===== src/rtl/clkgen_pkg.sv =====
`default_nettype none
// +--------------------------------------------------------------------------+
// | clkgen_pkg : shared helpers for the clock-enable generator               |
// | Rev 1.0                                                                  |
// +--------------------------------------------------------------------------+
package clkgen_pkg;

   function automatic int ch_w(input int n);
      return (n > 1) ? $clog2(n) : 1;
   endfunction

   function automatic int ceil_half(input int n);
      return (n + 1) >>> 1;
   endfunction

   function automatic int div_norm(input int n);
      return (n == 0) ? 1 : n;
   endfunction

endpackage
`default_nettype wire


===== src/rtl/clkgen_div_chan.sv =====
`default_nettype none
// +--------------------------------------------------------------------------+
// | clkgen_div_chan : one divider channel (counter, divisors, ce/sq/pend)    |
// | Rev 1.0                                                                  |
// +--------------------------------------------------------------------------+
module clkgen_div_chan
   import clkgen_pkg::*;
#(
   parameter int               DIV_W   = 8,
   parameter logic [DIV_W-1:0] DIV_RST = 1
) (
   input  logic             clk,
   input  logic             rst,
   input  logic             i_run,
   input  logic             i_sync,
   input  logic             i_we,
   input  logic [DIV_W-1:0] i_div,
   output logic             o_ce,
   output logic             o_sq,
   output logic             o_pend,
   output logic [DIV_W-1:0] o_div
);
   localparam logic [DIV_W-1:0] C_DIV_RST = DIV_W'(div_norm(int'(DIV_RST)));

   logic [DIV_W-1:0] r_cnt;
   logic [DIV_W-1:0] r_div;
   logic [DIV_W-1:0] r_pdiv;
   logic             r_pend;
   logic             r_ce;
   logic             r_sq;

   logic             w_last;
   logic             w_apply;
   logic [DIV_W-1:0] w_div_in;
   logic [DIV_W:0]   w_half;

   assign w_div_in = DIV_W'(div_norm(int'(i_div)));
   assign w_half   = (DIV_W+1)'(ceil_half(int'(r_div)));
   assign w_last   = (r_cnt == r_div - 1'b1);
   // Divisor changes only land on a period boundary, when idle, or on sync.
   assign w_apply  = ~i_run | w_last | i_sync;

   always_ff @(posedge clk or posedge rst) begin
      if (rst) begin
         r_cnt  <= '0;
         r_div  <= C_DIV_RST;
         r_pdiv <= '0;
         r_pend <= 1'b0;
         r_ce   <= 1'b0;
         r_sq   <= 1'b0;
      end else begin
         r_ce  <= i_run & w_last;
         r_sq  <= i_run & ({1'b0, r_cnt} < w_half);
         r_cnt <= w_apply ? '0 : r_cnt + 1'b1;
         if (i_we) begin
            if (w_apply) begin
               r_div  <= w_div_in;
               r_pend <= 1'b0;
            end else begin
               r_pdiv <= w_div_in;
               r_pend <= 1'b1;
            end
         end else if (w_apply && r_pend) begin
            r_div  <= r_pdiv;
            r_pend <= 1'b0;
         end
      end
   end

   assign o_ce   = r_ce;
   assign o_sq   = r_sq;
   assign o_pend = r_pend;
   assign o_div  = r_div;

endmodule
`default_nettype wire


===== src/rtl/clkgen_div_ce.sv =====
`default_nettype none
// +--------------------------------------------------------------------------+
// | clkgen_div_ce : lock-qualified multi-channel clock-enable generator      |
// | Rev 1.0                                                                  |
// +--------------------------------------------------------------------------+
module clkgen_div_ce
   import clkgen_pkg::*;
#(
   parameter int                      NUM_CH   = 5,
   parameter int                      DIV_W    = 8,
   parameter logic [NUM_CH*DIV_W-1:0] DIV_INIT = {8'd16, 8'd8, 8'd4, 8'd2, 8'd1},
   parameter int                      LOCK_CYC = 1024
) (
   input  logic                      refclk,
   input  logic                      rst,
   input  logic                      pll_locked,
   input  logic                      sync_i,
   input  logic                      cfg_we,
   input  logic [ch_w(NUM_CH)-1:0]   cfg_ch,
   input  logic [DIV_W-1:0]          cfg_div,
   output logic                      ready_o,
   output logic [NUM_CH-1:0]         ce_o,
   output logic [NUM_CH-1:0]         sq_o,
   output logic [NUM_CH-1:0]         pend_o,
   output logic [NUM_CH*DIV_W-1:0]   div_o
);
   localparam int              CH_W       = ch_w(NUM_CH);
   localparam int              LC_W       = $clog2(LOCK_CYC + 1);
   localparam logic [LC_W-1:0] C_LOCK_MAX = LC_W'(LOCK_CYC);

   logic            r_lock_meta;
   logic            r_lock_sync;
   logic [LC_W-1:0] r_lock_cnt;
   logic            r_ready;

   logic [LC_W-1:0] w_lock_nxt;
   logic            w_run;
   logic            w_sync;

   always_ff @(posedge refclk or posedge rst) begin
      if (rst) begin
         r_lock_meta <= 1'b0;
         r_lock_sync <= 1'b0;
      end else begin
         r_lock_meta <= pll_locked;
         r_lock_sync <= r_lock_meta;
      end
   end

   assign w_lock_nxt = (r_lock_cnt == C_LOCK_MAX) ? r_lock_cnt : r_lock_cnt + 1'b1;

   always_ff @(posedge refclk or posedge rst) begin
      if (rst) begin
         r_lock_cnt <= '0;
         r_ready    <= 1'b0;
      end else if (!r_lock_sync) begin
         r_lock_cnt <= '0;
         r_ready    <= 1'b0;
      end else begin
         r_lock_cnt <= w_lock_nxt;
         r_ready    <= (w_lock_nxt == C_LOCK_MAX);
      end
   end

   // Gating with the synced lock stops the channels on the same edge ready drops.
   assign w_run  = r_ready & r_lock_sync;
   assign w_sync = sync_i & w_run;

   for (genvar g = 0; g < NUM_CH; g++) begin : g_ch
      logic w_we;
      assign w_we = cfg_we & (cfg_ch == CH_W'(g));

      clkgen_div_chan #(
         .DIV_W   (DIV_W),
         .DIV_RST (DIV_INIT[g*DIV_W +: DIV_W])
      ) u_chan (
         .clk    (refclk),
         .rst    (rst),
         .i_run  (w_run),
         .i_sync (w_sync),
         .i_we   (w_we),
         .i_div  (cfg_div),
         .o_ce   (ce_o[g]),
         .o_sq   (sq_o[g]),
         .o_pend (pend_o[g]),
         .o_div  (div_o[g*DIV_W +: DIV_W])
      );
   end

   assign ready_o = r_ready;

endmodule
`default_nettype wire


===== config.mk =====
export PLATFORM = sky130hd
export DESIGN_NAME = clkgen_div_ce
export DESIGN_NICKNAME = d
export VERILOG_FILES = /design/src/rtl/clkgen_pkg.sv /design/src/rtl/clkgen_div_chan.sv /design/src/rtl/clkgen_div_ce.sv
export SDC_FILE = /design/constraint.sdc
export NUM_CORES = 1
export LEC_CHECK = 0
export BUFFER_PORTS_ARGS = -buffer_cell sky130_fd_sc_hd__buf_2
export CAP_MARGIN = 20
export CORE_MARGIN = 1.5
export CORE_UTILIZATION = 63
export CTS_BUF_LIST = sky130_fd_sc_hd__clkbuf_8
export DETAILED_ROUTE_END_ITERATION = 6
export GPL_TIMING_DRIVEN = 0
export PLACE_DENSITY = 0.89
export SLEW_MARGIN = 40
export SYNTH_ARGS = -nofsm -noshare
export SYNTH_HDL_FRONTEND = slang
export SYNTH_SLANG_ARGS = --single-unit
export TNS_END_PERCENT = 30

===== constraint.sdc =====
create_clock -name refclk -period 6.4 [get_ports refclk]
set_input_delay 1.28 -clock refclk [delete_from_list [all_inputs] [get_ports refclk]]
set_output_delay 1.28 -clock refclk [all_outputs]
set_load 0.01 [all_outputs]

==> flow_summary_export.csv, run 1 <==
group,metric,value,unit
clocking,clk_latency,0.47,ns
clocking,cts_tree,"built",
final_layout,finalNonFillerCells,1203,
place,port-buffer-count,71,
yosys,synth_compound_area_share,14.28,%
floorplanning,core_area,13990,µm²
yosys,yosysUniqueCellTypes,62,
floorplanning,die_w,123.0,µm
clocking,cts.sinks,149,
clocking,numCtsBuffers,17,
clocking,ctsResizeCount,0,
drt,antenna_left,0,
place,gp_congestion,0.8787,
yosys,synth-seq-cells,149,
final_layout,layout-drive-gt1-share,18.24,%
clocking,cts_hold_buffers,0,
yosys,yosys.area_share.simple,16.53,%
setup_path,worst_setup_path_start_kind,"flop",
drt,drtIter0Drc,643,
yosys,async_reset_ff_share,100.0,%
global_route,grt_pass1_vias,7140,
global_route,grt_max_degree,71,
sta,finalClockSkew,0.01896,ns
global_route,grt_pass1_wl,34630,µm
floorplanning,ios,72,
setup_path,cp_data_required_time,6.74,ns
yosys,synth_edf_count,0,
final_layout,fin_nets,1075,
drt,wire_per_inst,17.49,µm
yosys,synth.avg_cell_area,9.921,µm²
setup_path,ff2ff_path_depth,10,
power_and_ir_drop,power_per_cell_area,252.4,nW/µm²
setup_path,crit_arrival,3.58,ns
place,post-place-cells,1168,
yosys,synth_top_area_share,39.70,%
sta,relSlewSlack,52.00,%
sta,worst_pin_slew,0.7134,ns
drt,via_per_inst,6.134,
drt,routed_wl,21040,µm
place,post_dp_cell_area,9726,µm²
setup_path,regToRegStartpoint,"g_ch[4].u_chan.o_div[0]",
final_layout,fin_area,10190,µm²
sta,fin_crit,3.240,ns
yosys,netlist_top_cells_count,"dfrtp_1, xor2_1, nand2_1",
hold_path,hold_end,"r_lock_sync",
yosys,yosys.area_share.adder,7.167,%
sta,grt_setup_unrepaired,"no",
clocking,cts_setup_buffers,0,
floorplanning,die_y,123.0,µm
floorplanning,rows,43,
yosys,syn-cell-area,9077,µm²
yosys,yosys.area.top_type,"dfrtp_1",
job,cap_violations,0,
hold_path,min_from,"r_lock_meta",
final_layout,multi_input_area,4950,µm²
final_layout,fillCellCount,1012,
yosys,seq_area_frac_synth,41.14,%
outcome,status,"finished clean",
power_and_ir_drop,power.leakage,0.004772,µW
yosys,synthesis.nets,983,
sta,hold_viol,0,
drt,detail_route.first_pass.iterations,5,
yosys,yosys_most_used_dff,"dfrtp_1",
drt,drc,0,
yosys,synthMuxAreaShare,5.307,%
setup_path,path_max_fanout,9,
global_route,grtUsageTotal,29.36,%
drt,vias,7379,
final_layout,regArea,3735,µm²
setup_path,rr_endpoint,"g_ch[4].u_chan.r_pdiv[3]",
yosys,synth-xor-area-share,11.19,%
yosys,yosys_warnings,0,
setup_path,cp-end-kind,"flop",
power_and_ir_drop,total_power,2573,µW
global_route,grt_remaining_overflow,0,
hold_path,hold_class,"reg2reg",
setup_path,worstSetupPathType,"reg2reg",
global_route,antenna_found_initial,3,
setup_path,r2r_setup_slack,3.16,ns
floorplanning,initial_utilization,64.89,%
place,dp_hpwl,14680,µm
clocking,htreeDepth,4,
final_layout,areaGrowthSynthToFinish,12.29,%
clocking,ctsLongestPathBuffers,2,
yosys,synthCells,915,
power_and_ir_drop,vdd_drop_max,0.1909,mV
yosys,ys_top_cells_by_area,"dfrtp_1, ha_1, xor2_1",
yosys,yosysMostFrequentCell,"dfrtp_1",
sta,drv_slew,0,
yosys,synth_top_family_by_area,"simple AND/OR/NAND/NOR gates",
hold_path,hold-path-cell-count,0,
sta,fmax,308.6,MHz
final_layout,utilization,72.87,%
clocking,clk_pin_slew,0.08,ns
sta,setup_tns,0,ns
clocking,cts_root_buffer,"clkbuf_8",
sta,timing.final.crit_share,50.63,%
floorplanning,die_area,15140,µm²
sta,setup_viol,0,
[flip-flops by register name, indices dropped and copies added, names as in the netlist]
| signal | count |
|---|---|
| g_ch.u_chan.o_ce | 5 |
| g_ch.u_chan.o_pend | 5 |
| r_lock_cnt | 11 |
| ready_o | 1 |
| g_ch.u_chan.r_cnt | 40 |
| r_lock_meta | 1 |
| g_ch.u_chan.o_div | 40 |
| g_ch.u_chan.r_pdiv | 40 |
| g_ch.u_chan.o_sq | 5 |
| r_lock_sync | 1 |
[per-layer routing]
| metal | GRT usage (%) | routed length (µm) | vias to the layer above |
|---|---|---|---|
| met1 | 37.63 | 8924 | 3609 |
| met2 | 48.13 | 10260 | 236 |
| li1 | - | - | 3474 |
| met5 | 0 | 0 | - |
| met3 | 5.904 | 1217 | 60 |
| met4 | 13.65 | 631 | 0 |
[per-stage QoR]
| stage | setup slack [ns] | hold slack, ns |
|---|---|---|
| after floorplan | 1.120 | 0.3312 |
| after global placement | -0.4594 | 0.3331 |
| after detailed placement | 3.260 | 0.3405 |
| after CTS | 3.230 | 0.3583 |
| after global routing | 2.989 | 0.3718 |
| final | 3.160 | 0.3557 |
[power breakdown]
part,switching (µW),internal (µW)
registers,78.8,999
clock network,353,489
logic,371,282
total,802,1770
[logic make-up (layout without fill, tap and decap cells)]
kind of cell,count (synthesis),count (layout)
AO/OA/AOI/OAI,175,175
XOR/XNOR,116,116
adder cells (fa/ha/maj),52,52
buffers and inverters,87,192
flip-flops,149,149
multiplexers,43,43
other,0,3
AND/OR/NAND/NOR,293,293
[cells in the final DEF, fill, tap and decap left out, types with 11 or more instances in the layout]
| cell | count |
|---|---|
| nand2b_1 | 13 |
| mux2_2 | 41 |
| clkbuf_8 | 20 |
| nand2_1 | 57 |
| nor2_1 | 53 |
| o21ai_0 | 15 |
| ha_1 | 52 |
| dfrtp_1 | 144 |
| xnor2_1 | 54 |
| a2bb2oi_1 | 21 |
| inv_1 | 20 |
| buf_4 | 17 |
| nor4_1 | 11 |
| nor3_1 | 19 |
| nand3_1 | 55 |
| buf_2 | 77 |
| and3_1 | 22 |
| o22ai_1 | 41 |
| xor2_1 | 62 |
| and2_1 | 17 |
| a21o_1 | 11 |
| clkbuf_1 | 41 |
| a22oi_1 | 17 |
[worst max-delay path: stages (launching register included)]
cell and delay [ns]:
dfrtp_1 0.39, clkbuf_1 0.37, inv_1 0.12, ha_1 0.21, clkbuf_1 0.22, xnor2_1 0.18, o2bb2ai_1 0.14, a2111oi_0 0.64
nand3_1 0.22, nand2_2 0.25, mux2_2 0.37
[how the worst max path moves through the flow]
stage	from	to	cells after the start
after floorplan	rst	g_ch[0].u_chan.o_ce	1
final	g_ch[4].u_chan.o_div[0]	g_ch[4].u_chan.r_pdiv[3]	10
after global routing	g_ch[4].u_chan.o_div[0]	g_ch[4].u_chan.o_div[1]	11
after CTS	g_ch[4].u_chan.o_div[0]	g_ch[4].u_chan.r_pdiv[3]	10
after global placement	rst	g_ch[1].u_chan.o_sq	2
after detailed placement	g_ch[0].u_chan.o_div[0]	g_ch[0].u_chan.o_div[5]	11
[area by class of cell]
class                   count  area share [%]
well taps                 180           2.209
multi-input cells         679           48.56
diodes                      3         0.07365
flip-flops and latches    149           36.64
clock inverters            12           1.804
repair buffers             73           4.026
clock buffers              20           2.700
plain buffers              69           3.253
inverters                  18          0.7365
Power figures use the tool's default switching activity.
==> inputs of run 2 (changes only) <==
Clock period 6.4 ns to 3 ns, I/O delays scaled along.
==> run 2 against run 1 <==
  * Core utilization is 0.97 points higher
  * Critical path type unchanged
  * Clock-buffer cell count is 3 higher
  * Total power is 110% higher
  * Die area stayed put
  * Routed wire length is 1.1% lower
  * Final area is 1.3% higher
  * First-iteration DRC count is 13% lower
==> flow_summary_export.csv, run 2 (synthesis gave the netlist of run 1 again) <==
group,metric,value,unit
outcome,status,"finished clean",
setup_path,cp-end-kind,"flop",
sta,drv_slew,0,
place,post-place-cells,1173,
power_and_ir_drop,vdd_drop_max,0.2544,mV
hold_path,hold_class,"in2async",
final_layout,final_cell_mix,"dfrtp_1, buf_2, xor2_1",
drt,via_per_inst,6.185,
floorplanning,initial_utilization,64.89,%
drt,wire_per_inst,17.29,µm
global_route,grt_max_degree,26,
place,dp_hpwl,14650,µm
clocking,ctsLongestPathBuffers,2,
clocking,clk_pin_slew,0.08,ns
power_and_ir_drop,power_per_cell_area,531.1,nW/µm²
job,cap_violations,0,
clocking,htreeDepth,4,
floorplanning,core_area,13990,µm²
sta,finalClockSkew,0.01105,ns
setup_path,rr_endpoint,"g_ch[3].u_chan.r_pdiv[0]",
clocking,numCtsBuffers,17,
place,port-buffer-count,71,
clocking,cts_root_buffer,"clkbuf_8",
final_layout,fin_nets,1077,
global_route,grtUsageTotal,29.48,%
global_route,grt_pass1_wl,34810,µm
floorplanning,die_w,123.0,µm
sta,relSlewSlack,52.65,%
drt,antenna_left,0,
floorplanning,rows,43,
drt,highest_layer,"met4",
floorplanning,die_area,15140,µm²
setup_path,path_max_fanout,8,
drt,detail_route.first_pass.iterations,5,
final_layout,fillCellCount,990,
sta,fin_crit,2.910,ns
drt,drc,0,
sta,timing.final.crit_share,97.00,%
final_layout,layout-drive-gt1-share,19.57,%
global_route,grt_remaining_overflow,0,
setup_path,r2r_setup_slack,0.09,ns
setup_path,worst_setup_path_start_kind,"flop",
clocking,cts.sinks,149,
drt,routed_wl,20810,µm
sta,fmax,343.6,MHz
setup_path,ff2ff_path_depth,8,
drt,wl_met1,8885,µm
final_layout,areaGrowthSynthToFinish,13.80,%
clocking,cts_tree,"built",
sta,worst_pin_slew,0.7103,ns
floorplanning,die_y,123.0,µm
clocking,cts_setup_buffers,0,
setup_path,crit_arrival,3.26,ns
global_route,antenna_found_initial,1,
final_layout,finalNonFillerCells,1203,
place,pre_cts_ws,-0.1681,ns
drt,drtIter0Drc,562,
sta,hold_viol,0,
clocking,clk_latency,0.46,ns
setup_path,worstSetupPathType,"reg2reg",
drt,vias,7441,
drt,wl_met2,10120,µm
final_layout,final_common_cell,"dfrtp_1",
drt,wl_met3,1205,µm
setup_path,cp_data_required_time,3.35,ns
floorplanning,ios,72,
global_route,grt_pass1_vias,7186,
sta,grt_setup_unrepaired,"yes",
sta,worst_slack,0.08995,ns
sta,setup_viol,0,
power_and_ir_drop,power.leakage,0.004825,µW
setup_path,regToRegStartpoint,"g_ch[3].u_chan.o_div[0]",
place,gp_congestion,0.9019,
==> run 2: what timing repair did <==
action | 4_1_cts | 5_1_grt
resized for setup | 2 | 7
hold buffers | 0 | 0
endpoints found under the setup margin | 42 | 62
pin swaps | 0 | 0
==> run 2: area by class of cell <==
class | count | area [µm²] | area share [%]
antenna | 1 | 2.502 | 0.02422
buffer | 66 | 322.8 | 3.125
clock buffer | 23 | 316.6 | 3.064
clock inverter | 9 | 146.4 | 1.417
inverter | 18 | 71.32 | 0.6904
multi-input combinational | 679 | 4969 | 48.10
sequential | 149 | 3736 | 36.17
tap | 180 | 225.2 | 2.180
timing repair buffer | 78 | 540.5 | 5.233
==> run 2: metrics by stage <==
step                instance area [µm²]  hold slack, ns  total power [µW]  utilization, %  setup TNS, ns
finish                            10330         0.07614              5486           73.85              0
floorplan                          9081          0.3312              3313               -              0
global route                      10330         0.07247              5777           73.85        -0.1876
global placement                   9662          0.3341              3627           69.07         -54.21
CTS                               10310         0.06013              5493           73.70              0
detailed placement                 9852          0.3419              3716           70.43         -1.659
==> run 2: power by group <==
part	total, µW	switching (µW)	internal [µW]
logic	1410	790	619
clock network	1760	731	1030
registers	2310	179	2130
total	5490	1700	3790
==> run 2: worst max-delay path by stage <==
stage	from	to	slack [ns]	cells past startpoint
after detailed placement	g_ch[0].u_chan.o_div[0]	g_ch[0].u_chan.o_div[3]	-0.17	11
final	g_ch[3].u_chan.o_div[0]	g_ch[3].u_chan.r_pdiv[0]	0.09	8
after global routing	g_ch[0].u_chan.o_div[0]	g_ch[0].u_chan.o_div[5]	-0.06	10
after floorplan	g_ch[0].u_chan.o_div[0]	g_ch[0].u_chan.r_cnt[6]	0.20	11
after CTS	g_ch[4].u_chan.o_div[0]	g_ch[4].u_chan.o_div[3]	0.05	9
after global placement	rst	g_ch[1].u_chan.r_cnt[7]	-0.35	2
==> run 2: metal layers <==
| layer | global-route usage (%) | vias to the layer above |
|---|---|---|
| li1 | - | 3468 |
| met1 | 39.18 | 3635 |
| met2 | 48.33 | 281 |
| met3 | 4.935 | 57 |
| met4 | 11.93 | 0 |
| met5 | 0 | - |
==> run 2: worst max-delay path: stages, from the launching register on <==
cell      delay (ns)
dfrtp_1         0.41
clkbuf_1        0.22
inv_1           0.13
ha_1            0.25
nand2_1         0.08
or4_1           0.42
a2111o_1        0.52
o211ai_4        0.38
mux2_2          0.39
